[src/rtl/aes_ctr_sequencer.sv]
// aes_ctr_sequencer: CTR-mode sequencer around an AES core (start/done handshake, XOR, counter increment).
// Optional partial/last-block handling is enabled by defining AES_CTR_PARTIAL_EN.
module aes_ctr_sequencer #(
  parameter int CTR_W = 32
) (
  input  logic              clk,
  input  logic              rst,
  input  logic [127:0]      iv_i,
  input  logic              iv_load_i,
  input  logic [127:0]      data_i,
  input  logic              data_valid_i,
`ifdef AES_CTR_PARTIAL_EN
  input  logic              last_i,
  input  logic [3:0]        len_i,
`endif
  output logic              data_ready_o,
  output logic [127:0]      core_block_o,
  output logic              core_start_o,
  input  logic              core_done_i,
  input  logic [127:0]      core_keystream_i,
  output logic [127:0]      data_o,
  output logic              data_valid_o,
  input  logic              data_ready_i,
  output logic [CTR_W-1:0]  ctr_o,
  output logic              ctr_wrap_o,
  output logic              busy_o
);
  typedef enum logic [1:0] {IDLE, REQ, WAIT, OUT} state_t;
  localparam logic [127:0] CTR_MASK = {128{1'b1}} >> (128 - CTR_W);
  state_t state_q, state_d;
  logic [127:0] ctr_q, ctr_d, data_q, data_d, out_q, out_d, keep;
  logic wrap_q, wrap_d, inc_en;
`ifdef AES_CTR_PARTIAL_EN
  logic last_q, last_d;
  logic [3:0] len_q, len_d;
  // byte 0 sits in the top bits, so a length of n keeps the top 8*n bits
  assign keep = (len_q == 4'd0) ? '1 : ~({128{1'b1}} >> (8 * len_q));
  assign inc_en = !last_q;
`else
  assign keep = '1;
  assign inc_en = 1'b1;
`endif
  always_comb begin
    state_d = state_q;
    ctr_d = ctr_q;
    data_d = data_q;
    out_d = out_q;
    wrap_d = wrap_q;
`ifdef AES_CTR_PARTIAL_EN
    last_d = last_q;
    len_d = len_q;
`endif
    case (state_q)
      IDLE: begin
        if (iv_load_i) begin
          ctr_d = iv_i;
          wrap_d = 1'b0;
        end
        if (data_valid_i) begin
          data_d = data_i;
`ifdef AES_CTR_PARTIAL_EN
          last_d = last_i;
          len_d = len_i;
`endif
          state_d = REQ;
        end
      end
      REQ: state_d = WAIT;
      WAIT: if (core_done_i) begin
        out_d = (data_q ^ core_keystream_i) & keep;
        state_d = OUT;
      end
      default: if (data_ready_i) begin
        if (inc_en) begin
          ctr_d = (ctr_q & ~CTR_MASK) | ((ctr_q + 128'd1) & CTR_MASK);
          wrap_d = wrap_q | ((ctr_q & CTR_MASK) == CTR_MASK);
        end
        state_d = IDLE;
      end
    endcase
  end
  always_ff @(posedge clk or posedge rst) begin
    if (rst) begin
      state_q <= IDLE;
      ctr_q <= '0;
      data_q <= '0;
      out_q <= '0;
      wrap_q <= 1'b0;
`ifdef AES_CTR_PARTIAL_EN
      last_q <= 1'b0;
      len_q <= '0;
`endif
    end else begin
      state_q <= state_d;
      ctr_q <= ctr_d;
      data_q <= data_d;
      out_q <= out_d;
      wrap_q <= wrap_d;
`ifdef AES_CTR_PARTIAL_EN
      last_q <= last_d;
      len_q <= len_d;
`endif
    end
  end
  assign data_ready_o = state_q == IDLE;
  assign core_start_o = state_q == REQ;
  assign data_valid_o = state_q == OUT;
  assign busy_o = state_q != IDLE;
  assign core_block_o = ctr_q;
  assign data_o = out_q;
  assign ctr_o = ctr_q[CTR_W-1:0];
  assign ctr_wrap_o = wrap_q;
endmodule

[config.mk]
export PLATFORM = sky130hd
export DESIGN_NAME = aes_ctr_sequencer
export DESIGN_NICKNAME = d
export VERILOG_FILES = /design/src/rtl/aes_ctr_sequencer.sv
export SDC_FILE = /design/constraint.sdc
export NUM_CORES = 1
export LEC_CHECK = 0
export ABC_AREA = 0
export CAP_MARGIN = 25
export CELL_PAD_IN_SITES_DETAIL_PLACEMENT = 1
export CELL_PAD_IN_SITES_GLOBAL_PLACEMENT = 1
export CORE_AREA = 8 8 257 259
export DETAILED_ROUTE_END_ITERATION = 7
export DIE_AREA = 0 0 265 267
export MAX_ROUTING_LAYER = met4
export PLACE_DENSITY_LB_ADDON = 0.1
export SLEW_MARGIN = 10
export SYNTH_ARGS = -nofsm -noshare
export SYNTH_HDL_FRONTEND = slang
export SYNTH_SLANG_ARGS = --single-unit
[constraint.sdc]
create_clock -name clk -period 16.86 [get_ports clk]
set_input_delay 5.058 -clock clk [delete_from_list [all_inputs] [get_ports clk]]
set_output_delay 5.058 -clock clk [all_outputs]
set_load 0.02 [all_outputs]
==> results.sh <==
export IMPL_status="complete, no violations"
export IMPL_grt_pass1_vias=14930
export IMPL_setup_viol=0
export IMPL_wl_mm=68.51
export IMPL_yosys_area_top_type="dfrtp_1"
export IMPL_clk_latency_ns=0.57
export IMPL_clk_pin_slew_ns=0.05
export IMPL_core_area_um2=62160
export IMPL_worst_slew_pin_transition_ns=1.006
export IMPL_arrival_ns=2.45
export IMPL_synth_area_leaders="dfrtp_1 59%, mux2_2 8.8%, nand2_1 7.1%, xnor2_1 6.8%, a21oi_1 4.7%"
export IMPL_setup_tns_ns=0
export IMPL_cts_sinks=387
export IMPL_worst_path_max_delay_cell="clkdlybuf4s50_1"
export IMPL_synth_cell_area_um2=16440
export IMPL_floorplan_initialDensity_pct=26.46
export IMPL_path_class="reg -> out"
export IMPL_grt_max_degree=129
export IMPL_cts_buffer_depth=3
export IMPL_yosys_warnings=0
export IMPL_ys_seq_area_share_pct=58.89
export IMPL_finalCriticalPeriod_ns=7.506
export IMPL_cts_root_buf="clkbuf_16"
export IMPL_synth_ff_type="dfrtp_1"
export IMPL_critical_path_max_stage_delay_ns=0.73
export IMPL_dpl_worst_slack_ns=8.586
export IMPL_cts_buffers=48
export IMPL_die_h_um=267
export IMPL_syn_to_final_growth_pct=55.41
export IMPL_fp_dieW_um=265
export IMPL_nFillCells=6839
export IMPL_wl_per_cell_um=22.60
export IMPL_required_ns=11.80
export IMPL_start_kind="register"
export IMPL_ant_nets=0
export IMPL_post_cts_resized=0
export IMPL_min_path_type="reg -> reg"
export IMPL_antenna_found_initial=35
export IMPL_via_count=13700
export IMPL_async_flop_share_pct=100.0
export IMPL_cp_num_buf_inv=3
export IMPL_port_buffer_count=682
export IMPL_crit_chain="inv_1 > ha_2 > buf_4 > clkdlybuf4s50_1"
export IMPL_track_usage_pct=19.03
export IMPL_synth_cell_types=57
export IMPL_finish_utilization_pct=41.11
export IMPL_cap_violations=0
export IMPL_fin_nets=2560
export IMPL_slew_headroom_pct=32.93
export IMPL_clock_fmax_mhz=133.2
export IMPL_rsz0062_at_grt="no"
export IMPL_grt_overflow=0
export IMPL_synth_edff_count=0
export IMPL_first_pass_iters=4
export IMPL_multi_input_area_um2=6182
export IMPL_seqCellArea_um2=9684
export IMPL_dieArea_um2=70760
export IMPL_grt_pass1_wl_mm=98.52
export IMPL_synth_nets=1927
export IMPL_synth_avg_cell_area_um2=10.73
export IMPL_place_congestion=0.8005
export IMPL_end_kind="output pin"
export IMPL_synth_top_area_share_pct=58.89
export IMPL_io_pins=683
export IMPL_worstPathMaxFanout=44
export IMPL_via_per_inst=4.518
export IMPL_cts_tree="yes"
export IMPL_clock_skew_ns=0.01481
export IMPL_drt_iter0_markers=534
export IMPL_ys_ff_latch=387
export IMPL_holdBufCountCts=0
export IMPL_num_rows=92
export IMPL_drc=0
export IMPL_drv_slew=0
export IMPL_place_hpwl_mm=52.25
export IMPL_post_route_period_util_pct=44.52
export IMPL_post_cts_buffers=0
export IMPL_ir_drop_mv=0.08622
export IMPL_fin_ws_ns=9.354
export IMPL_p_leak_uw=0.01061
export IMPL_final_hold_viol_count=0
export IMPL_critPathTopFamily="buffers and inverters"
export IMPL_p_per_area_nw_per_um2=198.2
export IMPL_synthCells=1532
export IMPL_h_tree_depth=2
export IMPL_drive_gt1_share_pct=10.38
==> logic make-up (layout without fill, tap and decap cells) <==
logic type / Yosys count / after routing / share of synthesized area [%]
adder cells (fa/ha/maj): 5 / 5 / 0.3804
buffers and inverters: 123 / 788 / 3.637
flip-flops: 387 / 387 / 58.89
multiplexers: 131 / 131 / 8.948
other: 0 / 36 / 0
AND/OR/NAND/NOR: 535 / 535 / 13.59
XOR/XNOR: 128 / 128 / 6.817
AO/OA/AOI/OAI: 223 / 223 / 7.738
==> cells in the final DEF (no fill, tap or decap), drive strengths merged, types with 4 or more instances in the layout <==
cell type and instances:
a31oi 4, nand4 14, nand3 15, nand2 312, mux2 128, nor3 9
o22a 4, nor4 5, and4 4, a21oi 155, dfrtp 387, o21ai 25
nor2 153, or3 5, ha 5, diode 36, and3 7, inv 8
buf 18, clkdlybuf4s50 682, clkbuf 73, xnor2 128, a311oi 7, clkinv 6
==> metrics by stage <==
step                instances  area (µm²)  total power, µW  hold slack (ns)
floorplan                1532       16440             2989           0.5009
global placement         2908       23810             4035           0.4568
detailed placement       2911       23900             4116           0.4621
CTS                      2993       25390             5147           0.4758
global route             3031       25550             5388           0.4958
finish                   3032       25560             5066           0.4693
==> synthesized netlist by cell type, drive strengths merged (5+ instances only) <==
cell    instances
dfrtp         387
nand2         312
a21oi         155
nor2          153
mux2          128
xnor2         128
clkbuf         72
buf            45
o21ai          25
nand3          15
nand4          14
nor3            9
a311oi          7
and3            7
inv             6
ha              5
nor4            5
or3             5
==> metal layers <==
layer	up-vias	wire length, µm	global-route usage (%)
met1	6811	24860	19.59
met5	-	0	-
met2	428	35660	32.81
met3	92	6124	7.332
li1	6368	-	-
met4	0	1869	7.225
==> flip-flops by register name, indices dropped and copies added, names as in the netlist <==
name and cells:
core_block_o 128, data_o 128, data_q 128, state_q 2, ctr_wrap_o 1
==> layout make-up <==
class / count / area share [%]
flip-flops and latches: 387 / 37.89
diodes: 36 / 0.3525
clock buffers: 73 / 5.503
repair buffers: 700 / 27.68
multi-input cells: 1022 / 24.19
well taps: 799 / 3.912
inverters: 6 / 0.1175
clock inverters: 9 / 0.3476
==> path summary, 6_finish.rpt <==
| check | start | to | slack, ns | cells past startpoint |
|---|---|---|---|---|
| max | state_q[1]$_DFFE_PP0P_ | data_ready_o | 9.35 | 4 |
| min | core_block_o[100]$_DFFE_PP0P_ | core_block_o[100]$_DFFE_PP0P_ | 0.47 | 2 |
| max reg2reg | state_q[0]$_DFFE_PP0P_ | data_q[21]$_DFFE_PP0P_ | 13.81 | 7 |
| min reg2reg | core_block_o[100]$_DFFE_PP0P_ | core_block_o[100]$_DFFE_PP0P_ | 0.47 | 2 |
| max in group asynchronous | rst | core_block_o[75]$_DFFE_PP0P_ | 9.68 | 5 |
| min in group asynchronous | rst | data_q[30]$_DFFE_PP0P_ | 5.09 | 2 |
==> worst register-to-register path, cell delays in order, from the launching register on <==
cell	delay, ns
dfrtp_1	0.40
inv_1	0.08
ha_2	0.19
buf_4	0.28
nand2_4	0.70
buf_4	0.54
buf_16	0.31
mux2_2	0.44
==> where the power goes <==
part,switching [µW],internal [µW]
combinational,1230,1120
clock,409,587
sequential,336,1390
total,1980,3090
Power figures use the tool's default switching activity.
==> RTL edit 1, RTL diff (same settings) <==
Take the reset off `data_q` and load it in a clocked block of its own.
--- a/src/rtl/aes_ctr_sequencer.sv
+++ b/src/rtl/aes_ctr_sequencer.sv
@@ -84,5 +84,4 @@
       state_q <= IDLE;
       ctr_q <= '0;
-      data_q <= '0;
       out_q <= '0;
       wrap_q <= 1'b0;
@@ -94,5 +93,4 @@
       state_q <= state_d;
       ctr_q <= ctr_d;
-      data_q <= data_d;
       out_q <= out_d;
       wrap_q <= wrap_d;
@@ -102,4 +100,8 @@
 `endif
     end
+  end
+
+  always_ff @(posedge clk) begin
+    data_q <= data_d;
   end
   assign data_ready_o = state_q == IDLE;
Function: same outputs for any inputs over 4 cycles, from zero or initial values and one cycle with rst high; that may be too few to reach the edited logic, so the function may still have changed.
==> RTL edit 1 against the unedited design <==
- clock skew grew 0.018 ns
- critical endpoint is now busy_o
- worst setup slack lost 0.32 ns
- critical path type unchanged
- synthesized cell count shrank 22%
- worst hold slack gained 0.032 ns
- power shrank 6.5%
- sequential cell count is the same
- design area shrank 3.5%
- area after synthesis shrank 5.6%
- wire length shrank 7.7%
- global-route usage shrank 1.4 points
==> RTL edit 1: results (changes against the unedited design) <==
* Number of flops mapped to enable cells by yosys at 128 (+128)
* Clock root cell: clkbuf_16
* Number of I/O port buffers at 682 (unchanged)
* ANT nets after route at 0 (unchanged)
* Beginning of the critical path: state_q[0]$_DFFE_PP0P_
* FFs w/ async S/R, synth at 66.9% (-33 points)
* Critical Path Fanout Max at 20 (-55%)
* Initial DRC Count at 523 (-2.1%)
* Non-filler cells, final at 2717 (-10%)
* DP HPWL at 48.3 mm (-7.5%)
* Largest net degree at the start of global routing at 103 (-20%)
* CTS tree: done
* Via count at 11961 (-13%)
* Initial DRT Pass Iterations at 4 (unchanged)
* Worst-Margin Slew at 1.02 ns (+0.0138 ns)
* Syn_nets at 1593 (-17%)
* Skew-Pair Late Insertion Delay at 0.60 ns (+0.03 ns)
* Unique cell type count in the Yosys netlist at 49 (-14%)
* Sequential area share after synthesis at 66.5% (+7.6 points)
* Layout Nets at 2248 (-12%)
* Worst reg-to-reg path cell count at 8 (+1)
* VDD IR max at 0.0978 mV (+13%)
* Clock tree buffer depth at 3 (unchanged)
* Htree depth at 2 (unchanged)
* Worst R2R End: data_q[25]$_DFFE_PP_
* Final-layout fill cell count at 6605 (-3.4%)
* Postcts setup bufs at 0 (unchanged)
* Placed cells at 2601 (-11%)
* Vias in the first global route at 13016 (-13%)
* RePlAce Congestion at 0.786 (-1.8%)
* CTS buffer count at 48 (unchanged)
* Worst R2R Setup Slack at 13.59 ns (-0.22 ns)
* Leak pwr at 0.00920 uW (-13%)
* Post-cts resize count at 0 (unchanged)
* First-pass GRT wire length at 90.3 mm (-8.3%)
* Status: finished clean
* Sw power at 1800 uW (-8.9%)
* Post-synth top cells: 259 x dfrtp_1, 157 x nor2_1, 153 x a21oi_1
* DRT Wirelength at 63.3 mm (-7.7%)
* Antenna violations before repair at 24 (-31%)
* Reg clk slew, reported paths at 0.06 ns
* Synth area leaders: dfrtp_1 42%, edfxtp_1 25%, xnor2_1 7.2%, mux2_2 7.0%, a21oi_1 4.9%
* Share of post-route cells with drive strength above 1 at 10.4% (+0.034 points)
* Critical Path End: busy_o
* Syn Area/Cell at 13.0 sq um (+21%)
* Hold WC Path Type: flop to flop
* Synth Flop Type: dfrtp_1
* GRT Util Overall at 17.7% (-1.4 points)
* YS warnings at 0 (unchanged)
* Worst Skew at 0.0331 ns (+0.0183 ns)
* Critical path arrival at 2.77 ns (+0.32 ns)
## RTL edit 1: cell types whose count changed after synthesis, moves of 6 or more
| cell | delta |
|---|---|
| a22oi_1 | +6 |
| clkbuf_1 | -21 |
| dfrtp_1 | -128 |
| edfxtp_1 | +128 |
| mux2_2 | -31 |
| nand2_1 | -286 |
| nand3_1 | +13 |
| nand4_1 | -7 |
## RTL edit 1: worst min-delay path by stage
| stage | startpoint | endpoint | slack (ns) | cells after the start |
|---|---|---|---|---|
| 6_report | core_block_o[34]$_DFFE_PP0P_ | core_block_o[34]$_DFFE_PP0P_ | 0.50 | 1 |
| 5_1_grt | core_block_o[34]$_DFFE_PP0P_ | core_block_o[34]$_DFFE_PP0P_ | 0.52 | 1 |
| 4_1_cts | core_block_o[78]$_DFFE_PP0P_ | core_block_o[78]$_DFFE_PP0P_ | 0.51 | 1 |
| 3_5_place_dp | core_block_o[78]$_DFFE_PP0P_ | core_block_o[78]$_DFFE_PP0P_ | 0.49 | 1 |
| 3_3_place_gp | ctr_wrap_o$_DFFE_PP0P_ | ctr_wrap_o$_DFFE_PP0P_ | 0.49 | 1 |
| 2_1_floorplan | data_q[0]$_DFFE_PP_ | data_o[0]$_DFFE_PP0P_ | 0.52 | 2 |
## RTL edit 1: final cells by class
type,count,area share [%]
multi-input combinational,711,19.1
inverter,8,0.152
sequential,387,41.8
antenna,26,0.264
clock buffer,76,5.70
timing repair buffer,697,28.3
clock inverter,13,0.578
tap,799,4.05
## RTL edit 1: power groups by stage
stage          Clock, uW  Sequential [uW]  Combinational, uW
6_report            1020             1610               2110
5_1_grt             1090             1660               2250
4_1_cts             1060             1620               2150
3_5_place_dp           0             1620               2150
3_3_place_gp           0             1610               2110
2_1_floorplan          0             1950                727
## RTL edit 1: metal layers
layer  GRT usage [%]  up-vias  wire length (um)
met5               -        -                 0
met4            5.96        0              1890
met3            5.84       99              4680
met2            30.2      385             32600
met1            19.3     5956             24100
li1                -     5521                 -
## RTL edit 1: worst max-delay path: stages (launching register included)
cell,delay [ns]
dfrtp_1,0.40
inv_1,0.08
ha_2,0.19
inv_1,0.51
buf_4,0.36
clkdlybuf4s50_1,0.66
## RTL edit 1: logic make-up after synthesis
family / Yosys count / synth area share [%]
mux: 100 / 7.23
compound gates: 221 / 8.02
buf+inv: 100 / 3.25
xor+xnor: 128 / 7.22
fa+ha+maj: 5 / 0.403
flops: 387 / 66.5
simple gates: 257 / 7.37
## RTL edit 1: through the flow
step                util, %  area [sq um]  worst slack [ns]
finish                 39.7         24700              9.04
global route           39.7         24700              8.84
floorplan                 -         15500              4.68
global placement       37.0         23000              8.89
CTS                    39.5         24600              8.95
detailed placement     37.1         23000              9.18
==> RTL edit 2, RTL diff (same settings) <==
Made on the original files. Add a define of `AES_CTR_PARTIAL_EN`.
--- a/src/rtl/aes_ctr_sequencer.sv
+++ b/src/rtl/aes_ctr_sequencer.sv
@@ -1,4 +1,6 @@
 // aes_ctr_sequencer: CTR-mode sequencer around an AES core (start/done handshake, XOR, counter increment).
 // Optional partial/last-block handling is enabled by defining AES_CTR_PARTIAL_EN.
+`define AES_CTR_PARTIAL_EN
+
 module aes_ctr_sequencer #(
   parameter int CTR_W = 32
Interface: changed (added last_i and len_i); port bits go from 683 to 688. No check against the original RTL was run, so the function may have changed too.
==> RTL edit 2 against the unedited design <==
- worst setup slack worse by 0.20 ns
- critical endpoint unchanged
- worst hold slack about the same
- sequential share of layout area fell by 0.28 points
- non-clock buffer count is 2 higher
- power fell by 2.1%
- critical path depth did not move
- fmax down 2.6%
- wire length up 3.4%
- largest cell class unchanged
- register-to-register slack lost 0.33 ns
- area after synthesis increased by 3.0%
- sequential cell count rose by 5
- clock power grew 5%
- design area is 2.1% higher
==> RTL edit 2: results (changes against the unedited design) <==
* Status: finished clean
* RePlAce Congestion at 0.816 (+1.9%)
* Final-layout fill cell count at 6713 (-1.8%)
* Adder-Cell Fraction of Synth Area at 0.369% (-0.011 points)
* Placed cells at 2896 (-0.52%)
* Post-synthesis mux area share at 9.09% (+0.14 points)
* Antenna violations before repair at 28 (-20%)
* First-pass GRT wire length at 104 mm (+5.4%)
* GRT Util Overall at 20.0% (+0.93 points)
* DP HPWL at 54.1 mm (+3.4%)
* Via count at 13947 (+1.8%)
* Initial DRC Count at 658 (+23%)
* Unique cell type count in the Yosys netlist at 70 (+23%)
* Number of I/O port buffers at 687 (+0.73%)
* VDD IR max at 0.0773 mV (-10%)
* Vias in the first global route at 15574 (+4.3%)
* Post-Place Worst Slack at 8.73 ns (+0.144 ns)
* Leak pwr at 0.0112 uW (+5.5%)
* Hold_sp: core_block_o[39]$_DFFE_PP0P_
* Critical Path Fanout Max at 62 (+41%)
* Int Power at 3060 uW (-1.1%)
* Worst Skew at 0.0190 ns (+0.00416 ns)
* Post-Synth XOR/XNOR Area at 6.72% (-0.093 points)
* Compound-Gate Fraction of Synth Area at 9.32% (+1.6 points)
* Synth area leaders: dfrtp_1 58%, mux2_2 8.9%, nand2_1 8.3%, xnor2_1 3.4%, xor2_1 3.4%
* Drt wl/cell at 23.5 um (+3.9%)
* Syn_nets at 1906 (-1.1%)
* Non-filler cells, final at 3018 (-0.46%)
* Sequential area share after synthesis at 57.9% (-0.96 points)
* Syn Area/Cell at 11.2 sq um (+4.7%)
* Layout Nets at 2549 (-0.43%)
[RTL edit 2: cell types whose count changed in the layout (fill, tap and decap cells not counted), moves of 8 or more]
cell,before,now
nand2_1,311,373
nand3_1,13,23
o21ai_0,25,81
xnor2_1,128,65
xor2_1,0,65
o31ai_1,0,9
nor3_1,8,16
a21oi_1,154,21
a22o_1,0,64
nor2_1,152,28
[RTL edit 2: final cells by class]
| cell class | count | area [sq um] | share of cell area, % |
|---|---|---|---|
| Tap cell | 799 | 1000 | 3.83 |
| Inverter | 12 | 52.6 | 0.201 |
| Clock inverter | 17 | 201 | 0.772 |
| Timing Repair Buffer | 702 | 7030 | 27.0 |
| Antenna cell | 33 | 82.6 | 0.317 |
| Multi-Input combinational cell | 993 | 6510 | 25.0 |
| Sequential cell | 392 | 9810 | 37.6 |
| Clock buffer | 70 | 1390 | 5.32 |
[RTL edit 2: critical path: cells and delay by family, from the launching register on]
kind	cells	cell delay (ns)
DFF	1	0.42
adders and majority gates	1	0.18
buffers and inverters	3	1.45
[RTL edit 2: stage by stage]
step	area (sq um)	hold slack, ns	utilization [%]
after floorplan	16900	0.500	-
after detailed placement	24400	0.461	39.2
after global placement	24400	0.459	39.2
final	26100	0.469	42.0
after global routing	26100	0.491	41.9
after CTS	25900	0.475	41.7
[RTL edit 2: kinds of logic (layout without fill, tap and decap cells)]
logic type / after synthesis / count (layout)
fa+ha+maj: 5 / 5
xor+xnor: 130 / 130
simple gates: 494 / 494
compound gates: 227 / 227
buf+inv: 121 / 801
flops: 392 / 392
mux: 137 / 137
other cells: 0 / 33
[RTL edit 2: final timing paths]
path                            slack [ns]                       endpoint  cells after the start
worst max-delay path                  9.16                   data_ready_o                      4
worst min-delay path                  0.47   core_block_o[39]$_DFFE_PP0P_                      2
worst max register to register       13.48         data_o[50]$_DFFE_PP0P_                      9
worst min register to register        0.47   core_block_o[39]$_DFFE_PP0P_                      2
max in group asynchronous             9.77  core_block_o[102]$_DFFE_PP0P_                      5
min in group asynchronous             5.09         data_o[69]$_DFFE_PP0P_                      2
[RTL edit 2: metal layers]
metal | global-route usage, % | vias up | routed length (um)
met5 | - | - | 0
met4 | 6.75 | 0 | 2150
met1 | 20.9 | 6959 | 25800
met3 | 7.04 | 95 | 6030
met2 | 34.8 | 452 | 36800
li1 | - | 6441 | -
[RTL edit 2: power groups by stage]
stage          Combinational, uW  Sequential (uW)  Clock [uW]
2_1_floorplan                943             1960           0
3_3_place_gp                2200             1710           0
3_5_place_dp                2240             1730           0
4_1_cts                     2250             1720        1090
5_1_grt                     2380             1780        1120
6_report                    2200             1720        1050
